$ cat config.mk
export PLATFORM = sky130hd
export DESIGN_NAME = alu_sequencer_flat
export DESIGN_NICKNAME = d
export VERILOG_FILES = /design/src/rtl/alu_sequencer_if.sv /design/src/rtl/alu_sequencer.sv /design/src/flat_wrapper.sv
export SDC_FILE = /design/constraint.sdc
export NUM_CORES = 1
export LEC_CHECK = 0
export BUFFER_PORTS_ARGS = -buffer_cell sky130_fd_sc_hd__buf_2
export CORE_MARGIN = 1
export CORE_UTILIZATION = 55
export DETAILED_ROUTE_END_ITERATION = 10
export GPL_ROUTABILITY_DRIVEN = 0
export PLACE_DENSITY = 0.82
export SLEW_MARGIN = 20
export SYNTH_ARGS = -nofsm -noshare
export SYNTH_HDL_FRONTEND = slang
export SYNTH_SLANG_ARGS = --single-unit
$ cat constraint.sdc
create_clock -name clk -period 5.2 [get_ports clk]
set_input_delay 0.78 -clock clk [delete_from_list [all_inputs] [get_ports clk]]
set_output_delay 0.78 -clock clk [all_outputs]
set_load 0.01 [all_outputs]
$ cat src/rtl/alu_sequencer_if.sv
// ALU sequencer control interface.
// The master side is the sequencer: it takes instructions, memory
// completion and ALU flags, and drives ALU, register-file, PC and memory
// controls. The slave side is the surrounding datapath.
interface alu_sequencer_if;
  logic [31:0] instr;
  logic        instr_valid;
  logic        instr_ready;
  logic [2:0]  alu_op;
  logic        alu_sub_en;
  logic        alu_sra_en;
  logic        alu_bus_en;
  logic        alu_addr_en;
  logic [1:0]  a_sel;
  logic [1:0]  b_sel;
  logic [31:0] imm;
  logic [4:0]  rs1;
  logic [4:0]  rs2;
  logic [4:0]  rd;
  logic        rf_we;
  logic        pc_we;
  logic        pc_clr_lsb;
  logic        mem_re;
  logic        mem_we;
  logic [2:0]  mem_size;
  logic        mem_ready;
  logic        alu_eq;
  logic        alu_lt;
  logic        alu_ltu;
  logic        alu_ge;
  logic        alu_geu;
  logic        done;
  logic        illegal;

  modport master (
    input  instr, instr_valid, mem_ready,
           alu_eq, alu_lt, alu_ltu, alu_ge, alu_geu,
    output instr_ready, alu_op, alu_sub_en, alu_sra_en, alu_bus_en, alu_addr_en,
           a_sel, b_sel, imm, rs1, rs2, rd, rf_we, pc_we, pc_clr_lsb,
           mem_re, mem_we, mem_size, done, illegal
  );

  modport slave (
    output instr, instr_valid, mem_ready,
           alu_eq, alu_lt, alu_ltu, alu_ge, alu_geu,
    input  instr_ready, alu_op, alu_sub_en, alu_sra_en, alu_bus_en, alu_addr_en,
           a_sel, b_sel, imm, rs1, rs2, rd, rf_we, pc_we, pc_clr_lsb,
           mem_re, mem_we, mem_size, done, illegal
  );
endinterface

$ cat src/rtl/alu_sequencer.sv
// Multi-cycle RV32I control sequencer for the ALU datapath.
// Accepts one instruction in IDLE, decodes it into registered fields and
// then steps through a short per-class state sequence. Outputs depend only
// on the state and latched fields, except for MEM completion on mem_ready.
// All outputs are forced to 0 while rst is high.
module alu_sequencer #(
  parameter int RESET_IDLE = 1
) (
  input logic            clk,
  input logic            rst,
  alu_sequencer_if.master bus
);

  typedef enum logic [3:0] {
    IDLE, DECODE, EXEC, BR_CMP, BR_TGT, J_LINK, J_TGT, MEM, TRAP
  } state_t;

  typedef enum logic [3:0] {
    C_OP, C_OP_IMM, C_LUI, C_AUIPC, C_BRANCH, C_JAL, C_JALR, C_LOAD, C_STORE, C_ILLEGAL
  } cls_t;

  localparam logic [6:0] OPC_OP     = 7'b0110011;
  localparam logic [6:0] OPC_OP_IMM = 7'b0010011;
  localparam logic [6:0] OPC_LUI    = 7'b0110111;
  localparam logic [6:0] OPC_AUIPC  = 7'b0010111;
  localparam logic [6:0] OPC_BRANCH = 7'b1100011;
  localparam logic [6:0] OPC_JAL    = 7'b1101111;
  localparam logic [6:0] OPC_JALR   = 7'b1100111;
  localparam logic [6:0] OPC_LOAD   = 7'b0000011;
  localparam logic [6:0] OPC_STORE  = 7'b0100011;

  // IDLE is the only supported reset state; any parameter value lands there.
  localparam state_t RESET_STATE = (RESET_IDLE == 1) ? IDLE : IDLE;

  state_t      state, state_next;
  logic [31:0] instr_q;
  cls_t        cls_q;
  logic [2:0]  funct3_q;
  logic        funct7_5_q;
  logic [31:0] imm_q;
  logic [4:0]  rs1_q, rs2_q, rd_q;
  logic        taken_q;

  logic [6:0]  opcode;
  logic [2:0]  f3;
  logic [6:0]  f7;
  logic [31:0] i_imm, s_imm, b_imm, u_imm, j_imm, sh_imm;
  cls_t        dec_cls;
  logic [31:0] dec_imm;
  logic        branch_taken;

  assign opcode = instr_q[6:0];
  assign f3     = instr_q[14:12];
  assign f7     = instr_q[31:25];
  assign i_imm  = {{20{instr_q[31]}}, instr_q[31:20]};
  assign s_imm  = {{20{instr_q[31]}}, instr_q[31:25], instr_q[11:7]};
  assign b_imm  = {{19{instr_q[31]}}, instr_q[31], instr_q[7], instr_q[30:25], instr_q[11:8], 1'b0};
  assign u_imm  = {instr_q[31:12], 12'b0};
  assign j_imm  = {{11{instr_q[31]}}, instr_q[31], instr_q[19:12], instr_q[20], instr_q[30:21], 1'b0};
  assign sh_imm = {27'b0, instr_q[24:20]};

  // Classify the latched word, screen illegal encodings and pick its immediate.
  always_comb begin
    dec_cls = C_ILLEGAL;
    dec_imm = '0;
    case (opcode)
      OPC_OP: begin
        if (f7 == 7'h00 || (f7 == 7'h20 && (f3 == 3'b000 || f3 == 3'b101)))
          dec_cls = C_OP;
      end
      OPC_OP_IMM: begin
        if (f3 == 3'b001) begin
          dec_imm = sh_imm;
          if (f7 == 7'h00) dec_cls = C_OP_IMM;
        end else if (f3 == 3'b101) begin
          dec_imm = sh_imm;
          if (f7 == 7'h00 || f7 == 7'h20) dec_cls = C_OP_IMM;
        end else begin
          dec_imm = i_imm;
          dec_cls = C_OP_IMM;
        end
      end
      OPC_LUI: begin
        dec_imm = u_imm;
        dec_cls = C_LUI;
      end
      OPC_AUIPC: begin
        dec_imm = u_imm;
        dec_cls = C_AUIPC;
      end
      OPC_BRANCH: begin
        dec_imm = b_imm;
        if (f3 != 3'b010 && f3 != 3'b011) dec_cls = C_BRANCH;
      end
      OPC_JAL: begin
        dec_imm = j_imm;
        dec_cls = C_JAL;
      end
      OPC_JALR: begin
        dec_imm = i_imm;
        if (f3 == 3'b000) dec_cls = C_JALR;
      end
      OPC_LOAD: begin
        dec_imm = i_imm;
        if (f3 != 3'b011 && f3 != 3'b110 && f3 != 3'b111) dec_cls = C_LOAD;
      end
      OPC_STORE: begin
        dec_imm = s_imm;
        if (f3 <= 3'b010) dec_cls = C_STORE;
      end
      default: dec_cls = C_ILLEGAL;
    endcase
  end

  // Resolve the branch condition from the ALU flags for the latched funct3.
  always_comb begin
    branch_taken = 1'b0;
    case (funct3_q)
      3'b000:  branch_taken = bus.alu_eq;
      3'b001:  branch_taken = ~bus.alu_eq;
      3'b100:  branch_taken = bus.alu_lt;
      3'b101:  branch_taken = bus.alu_ge;
      3'b110:  branch_taken = bus.alu_ltu;
      3'b111:  branch_taken = bus.alu_geu;
      default: branch_taken = 1'b0;
    endcase
  end

  // State register plus the instruction, decoded-field and branch latches.
  always_ff @(posedge clk) begin
    if (rst) begin
      state      <= RESET_STATE;
      instr_q    <= '0;
      cls_q      <= C_ILLEGAL;
      funct3_q   <= '0;
      funct7_5_q <= 1'b0;
      imm_q      <= '0;
      rs1_q      <= '0;
      rs2_q      <= '0;
      rd_q       <= '0;
      taken_q    <= 1'b0;
    end else begin
      state <= state_next;
      if (state == IDLE && bus.instr_valid) instr_q <= bus.instr;
      if (state == DECODE) begin
        cls_q      <= dec_cls;
        funct3_q   <= f3;
        funct7_5_q <= instr_q[30];
        imm_q      <= dec_imm;
        rs1_q      <= instr_q[19:15];
        rs2_q      <= instr_q[24:20];
        rd_q       <= instr_q[11:7];
      end
      if (state == BR_CMP) taken_q <= branch_taken;
    end
  end

  // Next-state selection by state, decoded class and memory completion.
  always_comb begin
    state_next = state;
    case (state)
      IDLE:   if (bus.instr_valid) state_next = DECODE;
      DECODE: begin
        case (dec_cls)
          C_OP, C_OP_IMM, C_LUI, C_AUIPC: state_next = EXEC;
          C_BRANCH:                       state_next = BR_CMP;
          C_JAL, C_JALR:                  state_next = J_LINK;
          C_LOAD, C_STORE:                state_next = MEM;
          default:                        state_next = TRAP;
        endcase
      end
      EXEC:   state_next = IDLE;
      BR_CMP: state_next = BR_TGT;
      BR_TGT: state_next = IDLE;
      J_LINK: state_next = J_TGT;
      J_TGT:  state_next = IDLE;
      MEM:    if (bus.mem_ready) state_next = IDLE;
      TRAP:   state_next = IDLE;
      default: state_next = IDLE;
    endcase
  end

  // Control outputs per state; everything reads 0 while rst is high.
  always_comb begin
    bus.instr_ready = 1'b0;
    bus.alu_op      = 3'b000;
    bus.alu_sub_en  = 1'b0;
    bus.alu_sra_en  = 1'b0;
    bus.alu_bus_en  = 1'b0;
    bus.alu_addr_en = 1'b0;
    bus.a_sel       = 2'd0;
    bus.b_sel       = 2'd0;
    bus.imm         = '0;
    bus.rs1         = '0;
    bus.rs2         = '0;
    bus.rd          = '0;
    bus.rf_we       = 1'b0;
    bus.pc_we       = 1'b0;
    bus.pc_clr_lsb  = 1'b0;
    bus.mem_re      = 1'b0;
    bus.mem_we      = 1'b0;
    bus.mem_size    = 3'b000;
    bus.done        = 1'b0;
    bus.illegal     = 1'b0;
    if (!rst) begin
      bus.imm = imm_q;
      bus.rs1 = rs1_q;
      bus.rs2 = rs2_q;
      bus.rd  = rd_q;
      case (state)
        IDLE: bus.instr_ready = 1'b1;
        EXEC: begin
          bus.alu_bus_en = 1'b1;
          bus.rf_we      = (rd_q != 5'd0);
          bus.done       = 1'b1;
          case (cls_q)
            C_OP: begin
              bus.alu_op     = funct3_q;
              bus.alu_sub_en = funct7_5_q & (funct3_q == 3'b000);
              bus.alu_sra_en = funct7_5_q & (funct3_q == 3'b101);
            end
            C_OP_IMM: begin
              bus.b_sel      = 2'd1;
              bus.alu_op     = funct3_q;
              bus.alu_sra_en = funct7_5_q & (funct3_q == 3'b101);
            end
            C_LUI: begin
              bus.a_sel = 2'd2;
              bus.b_sel = 2'd1;
            end
            C_AUIPC: begin
              bus.a_sel = 2'd1;
              bus.b_sel = 2'd1;
            end
            default: bus.alu_op = 3'b000;
          endcase
        end
        BR_CMP: begin
          bus.a_sel = 2'd0;
          bus.b_sel = 2'd0;
        end
        BR_TGT: begin
          bus.a_sel       = 2'd1;
          bus.b_sel       = 2'd1;
          bus.alu_addr_en = taken_q;
          bus.pc_we       = taken_q;
          bus.done        = 1'b1;
        end
        J_LINK: begin
          bus.a_sel      = 2'd1;
          bus.b_sel      = 2'd2;
          bus.alu_bus_en = 1'b1;
          bus.rf_we      = (rd_q != 5'd0);
        end
        J_TGT: begin
          bus.a_sel       = (cls_q == C_JAL) ? 2'd1 : 2'd0;
          bus.b_sel       = 2'd1;
          bus.alu_addr_en = 1'b1;
          bus.pc_we       = 1'b1;
          bus.pc_clr_lsb  = (cls_q == C_JALR);
          bus.done        = 1'b1;
        end
        MEM: begin
          bus.b_sel       = 2'd1;
          bus.alu_addr_en = 1'b1;
          bus.mem_size    = funct3_q;
          bus.mem_re      = (cls_q == C_LOAD);
          bus.mem_we      = (cls_q == C_STORE);
          if (bus.mem_ready) begin
            bus.done  = 1'b1;
            bus.rf_we = (cls_q == C_LOAD) && (rd_q != 5'd0);
          end
        end
        TRAP: begin
          bus.illegal = 1'b1;
          bus.done    = 1'b1;
        end
        default: bus.instr_ready = 1'b0;
      endcase
    end
  end

endmodule
$ cat src/flat_wrapper.sv
// flat-port wrapper written by rule: the top's interface ports become plain ports
module alu_sequencer_flat 
#(
  parameter int RESET_IDLE = 1
)
  (clk, rst, bus_instr, bus_instr_valid, bus_mem_ready, bus_alu_eq, bus_alu_lt, bus_alu_ltu, bus_alu_ge, bus_alu_geu, bus_instr_ready, bus_alu_op, bus_alu_sub_en, bus_alu_sra_en, bus_alu_bus_en, bus_alu_addr_en, bus_a_sel, bus_b_sel, bus_imm, bus_rs1, bus_rs2, bus_rd, bus_rf_we, bus_pc_we, bus_pc_clr_lsb, bus_mem_re, bus_mem_we, bus_mem_size, bus_done, bus_illegal);
  alu_sequencer_if bus_i ();
  input logic clk;
  input logic rst;
  input wire logic [$bits(bus_i.instr)-1:0] bus_instr;
  input wire logic [$bits(bus_i.instr_valid)-1:0] bus_instr_valid;
  input wire logic [$bits(bus_i.mem_ready)-1:0] bus_mem_ready;
  input wire logic [$bits(bus_i.alu_eq)-1:0] bus_alu_eq;
  input wire logic [$bits(bus_i.alu_lt)-1:0] bus_alu_lt;
  input wire logic [$bits(bus_i.alu_ltu)-1:0] bus_alu_ltu;
  input wire logic [$bits(bus_i.alu_ge)-1:0] bus_alu_ge;
  input wire logic [$bits(bus_i.alu_geu)-1:0] bus_alu_geu;
  output wire logic [$bits(bus_i.instr_ready)-1:0] bus_instr_ready;
  output wire logic [$bits(bus_i.alu_op)-1:0] bus_alu_op;
  output wire logic [$bits(bus_i.alu_sub_en)-1:0] bus_alu_sub_en;
  output wire logic [$bits(bus_i.alu_sra_en)-1:0] bus_alu_sra_en;
  output wire logic [$bits(bus_i.alu_bus_en)-1:0] bus_alu_bus_en;
  output wire logic [$bits(bus_i.alu_addr_en)-1:0] bus_alu_addr_en;
  output wire logic [$bits(bus_i.a_sel)-1:0] bus_a_sel;
  output wire logic [$bits(bus_i.b_sel)-1:0] bus_b_sel;
  output wire logic [$bits(bus_i.imm)-1:0] bus_imm;
  output wire logic [$bits(bus_i.rs1)-1:0] bus_rs1;
  output wire logic [$bits(bus_i.rs2)-1:0] bus_rs2;
  output wire logic [$bits(bus_i.rd)-1:0] bus_rd;
  output wire logic [$bits(bus_i.rf_we)-1:0] bus_rf_we;
  output wire logic [$bits(bus_i.pc_we)-1:0] bus_pc_we;
  output wire logic [$bits(bus_i.pc_clr_lsb)-1:0] bus_pc_clr_lsb;
  output wire logic [$bits(bus_i.mem_re)-1:0] bus_mem_re;
  output wire logic [$bits(bus_i.mem_we)-1:0] bus_mem_we;
  output wire logic [$bits(bus_i.mem_size)-1:0] bus_mem_size;
  output wire logic [$bits(bus_i.done)-1:0] bus_done;
  output wire logic [$bits(bus_i.illegal)-1:0] bus_illegal;
  assign bus_i.instr = bus_instr;
  assign bus_i.instr_valid = bus_instr_valid;
  assign bus_i.mem_ready = bus_mem_ready;
  assign bus_i.alu_eq = bus_alu_eq;
  assign bus_i.alu_lt = bus_alu_lt;
  assign bus_i.alu_ltu = bus_alu_ltu;
  assign bus_i.alu_ge = bus_alu_ge;
  assign bus_i.alu_geu = bus_alu_geu;
  assign bus_instr_ready = bus_i.instr_ready;
  assign bus_alu_op = bus_i.alu_op;
  assign bus_alu_sub_en = bus_i.alu_sub_en;
  assign bus_alu_sra_en = bus_i.alu_sra_en;
  assign bus_alu_bus_en = bus_i.alu_bus_en;
  assign bus_alu_addr_en = bus_i.alu_addr_en;
  assign bus_a_sel = bus_i.a_sel;
  assign bus_b_sel = bus_i.b_sel;
  assign bus_imm = bus_i.imm;
  assign bus_rs1 = bus_i.rs1;
  assign bus_rs2 = bus_i.rs2;
  assign bus_rd = bus_i.rd;
  assign bus_rf_we = bus_i.rf_we;
  assign bus_pc_we = bus_i.pc_we;
  assign bus_pc_clr_lsb = bus_i.pc_clr_lsb;
  assign bus_mem_re = bus_i.mem_re;
  assign bus_mem_we = bus_i.mem_we;
  assign bus_mem_size = bus_i.mem_size;
  assign bus_done = bus_i.done;
  assign bus_illegal = bus_i.illegal;
  alu_sequencer #(.RESET_IDLE(RESET_IDLE)) u_core (.clk(clk), .rst(rst), .bus(bus_i));
endmodule
==> impl_metrics.ini, run 1 <==
[status]
status = finished, final reports clean

[cts]
ctsResizeCount = 0
cts_sinks = 92
tritoncts = done
holdBufCountCts = 0
path_clk_slew_ps = 100
cts_setup_buffers = 0
cts_max_level = 3
cts_root_buffer = clkbuf_8
cts.path.max_buffers = 2
cts-buffers-inserted = 9
clk_latency_ps = 370

[setup_path]
cp-end-kind = output pin
rrSetupSlack_ps = 2550
worstSetupPathType = reg2out
critPathArrivalTime_ps = 2330
cp-start-kind = flop
cp.required_ps = 4420
critPathMaxFanout = 21

[die]
die_w_um = 92.6
core_area_sq_um = 7850
io_pins = 110
dieArea_sq_um = 8570
die_y_um = 92.6
start_util = 0.575
rows = 32

[finish]
fin_area_sq_um = 5250
synthToLayoutAreaGrowth_pct = 16.4
mostFrequentLayoutCells = nand2_1, buf_2, dfxtp_1
regArea_sq_um = 1840
fin_nets = 708
fin_cells = 771
final_common_cell = nand2_1
layout-drive-gt1-share = 0.226
multi_input_area_sq_um = 2500
n_fill_cell = 678
n_antenna_cell = 0

[placement]
io_buffer_count = 109
dp.cells = 756
dpl_cell_area_sq_um = 5060
hpwl_um = 8220

[routing]
vias = 4495
ant_nets = 0
drt_iter0_drc = 359
route.detailed.drc = 0
wl_per_cell_um = 15.7
vias_per_cell = 5.83
drt_first_pass_iters = 6
drt_wl_total_um = 12100

[yosys]
netlist_top_cells_area = dfxtp_1, nand2_1, a21oi_1
synthCells = 585
yosys_warnings = 0
synth_top_area_frac = 0.408
ys_seq_area_frac = 0.408
synth_ff_type = dfxtp_1
ys_ff_latch = 92
syn-num-nets = 628
ys_async_sr_fraction = 0
synth_area_per_cell_sq_um = 7.71
synth_edf_count = 0
synthesis.area_sq_um = 4510
synth_top_area_cell = dfxtp_1
ys_types = 64

[timing]
fin_worst_skew_ps = 10.8
tns_ps = 0
tightest_slew_ps = 712
period_share = 0.597
rsz0062_at_grt = no
fmax_mhz = 322
finalSetupViolCount = 0
period_needed_ps = 3110
timing.slew.headroom = 0.522
hold_ws_ps = 451
hold_viol_final = 0
drv_slew = 0

[grt]
grt_pass1_vias = 4129
antenna_found_initial = 0
grt_pass1_wl_um = 19700
grt_start_max_net_pins = 59
grt_util_all_layers = 0.290
grt_overflow_total = 0

[worst_hold_path]
hold_class = reg2reg

[power_and_ir_drop]
ir_drop_uv = 203
powerDensity_nw_per_um2 = 269
leakage_nw = 2.19

[job]
max-cap-violations = 0
## synthesized netlist by cell type (all sizes together), types with 2 or more instances
cell type	instances
a211o	4
a211oi	2
a21boi	4
a21o	2
a21oi	87
a221oi	4
a311oi	2
a31oi	4
and2	7
and3	5
buf	8
clkbuf	37
dfxtp	92
ha	2
inv	5
nand2	129
nand2b	7
nand3	11
nand3b	4
nor2	33
nor2b	53
nor3	15
nor4	6
o21ai	8
o2bb2ai	21
o31ai	2
or2	4
or3	2
or4	4
## registers in the layout, indices dropped and copies added, names as in the netlist
name and cells:
u_core.cls_q 4, u_core.funct3_q 3, u_core.funct7_5_q 1, u_core.imm_q 32, u_core.instr_q 32, u_core.rd_q 5
u_core.rs1_q 5, u_core.rs2_q 5, u_core.state 4, u_core.taken_q 1
## report_power, final
part	switching, mW	internal [mW]	leakage (nW)	total (mW)
logic	0.115	0.0628	1.36	0.178
registers	0.0453	0.735	0.748	0.780
clock network	0.262	0.190	0.0898	0.452
total	0.422	0.988	2.19	1.41
## kinds of logic after synthesis
group           count (synthesis)  synth area share
mux                             1           0.00222
compound gates                152             0.220
fa+ha+maj                       2           0.00555
flops                          92             0.408
simple gates                  287             0.318
buf+inv                        50            0.0438
xor+xnor                        1           0.00194
## path summary, 6_finish.rpt
kind | cells past startpoint | to | startpoint
worst min-delay path | 2 | u_core.imm_q[7] | u_core.imm_q[7]
worst min register to register | 2 | u_core.imm_q[7] | u_core.imm_q[7]
worst max-delay path | 6 | bus_alu_sra_en | u_core.state[1]
worst max register to register | 9 | u_core.state[1] | u_core.instr_q[6]
## layer usage
metal,vias to the layer above,routed length [um],global-route usage
met3,37,1030,0.0460
li1,2171,-,-
met4,0,354,0.129
met2,238,5490,0.460
met1,2049,5240,0.387
met5,-,0,0
## layout make-up
class / count / area share
Tap cell: 102 / 0.0243
Clock buffer: 10 / 0.0262
Clock inverter: 5 / 0.00810
Sequential cell: 92 / 0.351
Timing Repair Buffer: 114 / 0.112
Inverter: 5 / 0.00357
Multi-Input combinational cell: 443 / 0.475
## metrics by stage
stage / total power, mW / setup slack, ps / util
after floorplan: 0.908 / 2700 / -
after global placement: 0.962 / 2490 / 0.645
after detailed placement: 0.968 / 2430 / 0.645
after CTS: 1.41 / 2120 / 0.668
after global routing: 1.47 / 1880 / 0.669
final: 1.41 / 2090 / 0.669
## worst max-delay path: stages (launching register included)
cell     delay [ps]
dfxtp_1         760
nor2b_1         290
nand3_1         190
nor3_1          280
and2_1          180
and3_1          140
buf_2           120
(Power assumes the default switching activity.)
==> run 2, diff against run 1 <==
Settings changed: CORE_UTILIZATION 55 to 48, PLACE_DENSITY 0.82 to 0.76.
Clock period 5.2 ns to 2.7 ns, I/O delays scaled along.
==> impl_metrics.ini, run 2 (synthesis gave the netlist of run 1 again) <==
[status]
status = finished, final reports clean

[setup_path]
path_cells = nand4b_2, or2_1, o2111ai_1, and4bb_4, o221a_2, ha_1, nor4_1, a211o_1
cp-end-kind = flop
critPathMaxFanout = 9
worstPathBufferInverterCount = 0
cp_top_family = simple AND/OR/NAND/NOR gates
max_stage_delay_ps = 520
worstSetupPathType = reg2reg
cp-start-kind = flop
cp.required_ps = 3000
critPathArrivalTime_ps = 2780
cp_slowest_cell = dfxtp_1

[routing]
vias = 4507
wl_per_cell_um = 15.5
drt_iter0_drc = 331
route.detailed.drc = 0
ant_nets = 0
drt_first_pass_iters = 5
vias_per_cell = 5.72
drt_wl_total_um = 12200

[timing]
tightest_slew_ps = 885
period_share = 0.918
rsz0062_at_grt = no
drv_slew = 0
tns_ps = 0
finalSetupViolCount = 0
hold_ws_ps = 277
fin_worst_skew_ps = 8.81
hold_viol_final = 0
timing.slew.headroom = 0.407
period_needed_ps = 2480
fin_ws_ps = 221
fmax_mhz = 403

[cts]
cts_sinks = 92
tritoncts = done
cts_max_level = 3
cts_root_buffer = clkbuf_8
path_clk_slew_ps = 90
cts.path.max_buffers = 2
clk_latency_ps = 360
cts-buffers-inserted = 9

[power_and_ir_drop]
ir_drop_uv = 386
leakage_nw = 2.23
powerDensity_nw_per_um2 = 511
finalPower_mw = 2.72

[finish]
final_common_cell = nand2_1
n_fill_cell = 861
synthToLayoutAreaGrowth_pct = 18.1
fin_nets = 715
layout-drive-gt1-share = 0.233
top_regs = u_core.imm_q x32, u_core.instr_q x32
mostFrequentLayoutCells = nand2_1, buf_2, dfxtp_1
fin_cells = 788
n_antenna_cell = 0

[grt]
grt_start_max_net_pins = 62
antenna_found_initial = 0
grt_pass1_vias = 4149
grt_util_all_layers = 0.249
grt_pass1_wl_um = 19600
grt_overflow_total = 0

[job]
max-cap-violations = 0

[die]
die_y_um = 98.9
rows = 35
start_util = 0.493
dieArea_sq_um = 9790
die_w_um = 98.9
core_area_sq_um = 9150
io_pins = 110

[placement]
io_buffer_count = 109
hpwl_um = 8430
dp_slack_ps = 283
dp.cells = 772

[worst_hold_path]
hold_class = in2reg
run 2: per-stage QoR:
stage               area, sq um   util
floorplan                  4510      -
global placement           5140  0.561
detailed placement         5140  0.561
CTS                        5320  0.582
global route               5330  0.582
finish                     5330  0.582
run 2: worst paths after layout:
| path | from | slack [ps] | endpoint | cells after the start |
|---|---|---|---|---|
| max | u_core.instr_q[5] | 220 | u_core.state[1] | 8 |
| min | bus_instr[3] | 280 | u_core.instr_q[3] | 3 |
| max reg2reg | u_core.instr_q[5] | 220 | u_core.state[1] | 8 |
| min reg2reg | u_core.imm_q[7] | 460 | u_core.imm_q[7] | 2 |
run 2: layer usage:
layer | global-route usage | share of wire | vias up | routed length, um
met5 | 0 | 0 | - | 0
met4 | 0.0964 | 0.019 | 0 | 231
met3 | 0.0369 | 0.052 | 23 | 639
met2 | 0.430 | 0.50 | 149 | 6080
met1 | 0.314 | 0.43 | 2145 | 5290
li1 | - | - | 2190 | -
run 2: cell type report:
class / instances / area, sq um / share of cell area
multi-input combinational: 443 / 2490 / 0.468
clock inverter: 5 / 33.8 / 0.00634
clock buffer: 11 / 151 / 0.0284
inverter: 5 / 18.8 / 0.00352
tap: 111 / 139 / 0.0261
sequential: 92 / 1840 / 0.346
timing repair buffer: 121 / 651 / 0.122
run 2: report_power, final:
| part | switching (mW) | leakage (nW) | internal, mW | total (mW) |
|---|---|---|---|---|
| clock network | 0.484 | 0.0917 | 0.385 | 0.869 |
| logic | 0.226 | 1.40 | 0.130 | 0.356 |
| registers | 0.0802 | 0.748 | 1.41 | 1.49 |
| total | 0.791 | 2.23 | 1.93 | 2.72 |
run 2: worst reg2reg max path: stages (launching register included):
cell       delay (ps)
dfxtp_1           520
nand4b_2          220
or2_1             320
o2111ai_1         230
and4bb_4          240
o221a_2           140
ha_1              290
nor4_1            310
a211o_1           160
run 2: timing repair:
item                                    in CTS  in global routing
buffers inserted                             0                  0
hold buffers                                 0                  0
endpoints found under the setup margin       0                  1
gates resized for setup                      0                  1
==> run 3, diff against run 2 <==
Settings changed: ABC_AREA from default to 1, CORE_UTILIZATION 48 to 49, PLACE_DENSITY 0.76 to 0.77.
==> impl_metrics.ini, run 3 <==
[status]
status = finished, final reports clean

[yosys]
synth_top_area_frac = 0.402
synthCells = 641
ys_seq_area_frac = 0.402
synth_ff_type = dfxtp_1
yosysMostFrequentCell = inv_1
ys_async_sr_fraction = 0
ys_ff_latch = 92
yosys_warnings = 0
synth_common_cells = inv_1, dfxtp_1, nor2_1
synthesis.area_sq_um = 4580
synth_top_area_cell = dfxtp_1
netlist_top_cells_area = dfxtp_1, inv_1, nor2_1
ys_types = 43
synth_area_per_cell_sq_um = 7.15
synth_edf_count = 0
syn-num-nets = 684

[grt]
grt_overflow_total = 0
grt_util_met1 = 0.313
grt_start_max_net_pins = 40
antenna_found_initial = 0
met3_usage = 0.0574
grt_util_all_layers = 0.253
grt_pass1_vias = 4188
grt_util_met2 = 0.425
grt_pass1_wl_um = 19500
gr-max-usage-layer = met2

[worst_hold_path]
min_from = bus_instr[9]
holdPathStages = 3
hold_class = in2reg
min_to = u_core.instr_q[9]

[cts]
path_clk_slew_ps = 90
clk_latency_ps = 370
holdBufCountCts = 0
ctsResizeCount = 0
cts.path.max_buffers = 2
cts_root_buffer = clkbuf_8
cts_sinks = 92
tritoncts = done
cts-buffers-inserted = 9
cts_setup_buffers = 0
cts_max_level = 3

[power_and_ir_drop]
power_frac_clock = 0.237
switching_power_mw = 1.37
swShare = 0.379
leakage_nw = 2.40
powerDensity_nw_per_um2 = 670
finalPower_mw = 3.62
comb_power_share = 0.283
ir_drop_uv = 440
p_int_mw = 2.25
pwr-share-seq = 0.480

[timing]
tns_ps = 0
rsz0062_at_grt = no
timing.slew.headroom = 0.551
hold_viol_final = 0
tightest_slew_ps = 668
fmax_mhz = 423
finalSetupViolCount = 0
period_share = 0.876
period_needed_ps = 2370
drv_slew = 0
fin_worst_skew_ps = 10.9

[die]
dieArea_sq_um = 9740
die_y_um = 98.7
io_pins = 110
die_w_um = 98.7
start_util = 0.515
rows = 34
core_area_sq_um = 8890

[routing]
ant_nets = 0
drt_iter0_drc = 229
route.detailed.drc = 0
drt_wl_total_um = 11800
drt_first_pass_iters = 8
vias = 4514
wl_per_cell_um = 13.9
vias_per_cell = 5.28

[finish]
mostFrequentLayoutCells = buf_2, inv_1, dfxtp_1
n_antenna_cell = 0
layout-drive-gt1-share = 0.270
final_common_cell = buf_2
top_regs = u_core.imm_q x32, u_core.instr_q x32
fin_nets = 785
synthToLayoutAreaGrowth_pct = 17.8

[setup_path]
rr_endpoint = u_core.state[0]
rr_worst_depth = 14
path_cells = inv_1, nor2_1, inv_1, nor2_1, nor2_1, a221oi_1, buf_2
cp_slowest_cell = dfxtp_1
cp-end-kind = output pin
reg2reg_from = u_core.instr_q[14]
critPathMaxFanout = 5
cp.required_ps = 2300
rrSetupSlack_ps = 540
cp-start-kind = flop
cpMostUsedCell = nor2_1
worstSetupPathType = reg2out
critPathArrivalTime_ps = 1960
max_stage_delay_ps = 330

[placement]
io_buffer_count = 109
hpwl_um = 8880

[job]
max-cap-violations = 0
[run 3: power by group through the flow]
stage                     clock (mW)  combinational (mW)  sequential (mW)
final                          0.858                1.02             1.73
after global routing           0.931                1.15             1.75
after CTS                      0.871                1.02             1.73
after detailed placement           0                1.02             1.76
after global placement             0               0.987             1.75
after floorplan                    0               0.745             1.71
[run 3: logic make-up after synthesis]
family                   after synthesis  share of synthesized area
flip-flops                            92                      0.402
buffers and inverters                140                      0.119
AO/OA/AOI/OAI                        178                      0.241
AND/OR/NAND/NOR                      229                      0.233
adder cells (fa/ha/maj)                2                    0.00546
[run 3: final cells by class]
class                      count  area (sq um)
sequential                    92          1840
timing repair buffer         119           621
clock buffer                   9           124
multi-input combinational    409          2200
inverter                     111           417
clock inverter                 7          58.8
tap                          108           135
fill                         817          3490
[run 3: how the worst max path moves through the flow]
stage / start / to / slack, ps / depth (start not counted)
4_1_cts: u_core.state[3] / bus_a_sel[1] / 360 / 8
5_1_grt: u_core.state[3] / bus_a_sel[0] / 80 / 10
2_1_floorplan: u_core.instr_q[3] / u_core.state[0] / 830 / 16
3_5_place_dp: u_core.instr_q[3] / u_core.state[0] / 580 / 16
3_3_place_gp: u_core.instr_q[12] / u_core.state[1] / 700 / 14
6_report: u_core.state[2] / bus_rf_we / 330 / 7
[run 3: per-layer routing]
layer / part of all wire / up-vias
met5: 0 / -
met2: 0.47 / 144
met3: 0.061 / 24
met1: 0.44 / 2050
li1: - / 2296
met4: 0.027 / 0
[run 3: critical path, delay by kind of cell (launching register included)]
family / cells / cell delay [ps]
and+or+nand+nor: 3 / 590
buffers and inverters: 3 / 390
AOI/OAI and AO/OA: 1 / 280
DFF: 1 / 330
[run 3: metrics by stage]
stage / utilization / worst slack (ps) / std cells / hold WS (ps) / area, sq um
after global placement: 0.586 / 700 / 839 / 444 / 5210
final: 0.607 / 335 / 855 / 316 / 5400
after global routing: 0.607 / 79.6 / 855 / 301 / 5400
after floorplan: - / 829 / 641 / 436 / 4580
after detailed placement: 0.586 / 577 / 839 / 449 / 5210
after CTS: 0.607 / 362 / 855 / 305 / 5400
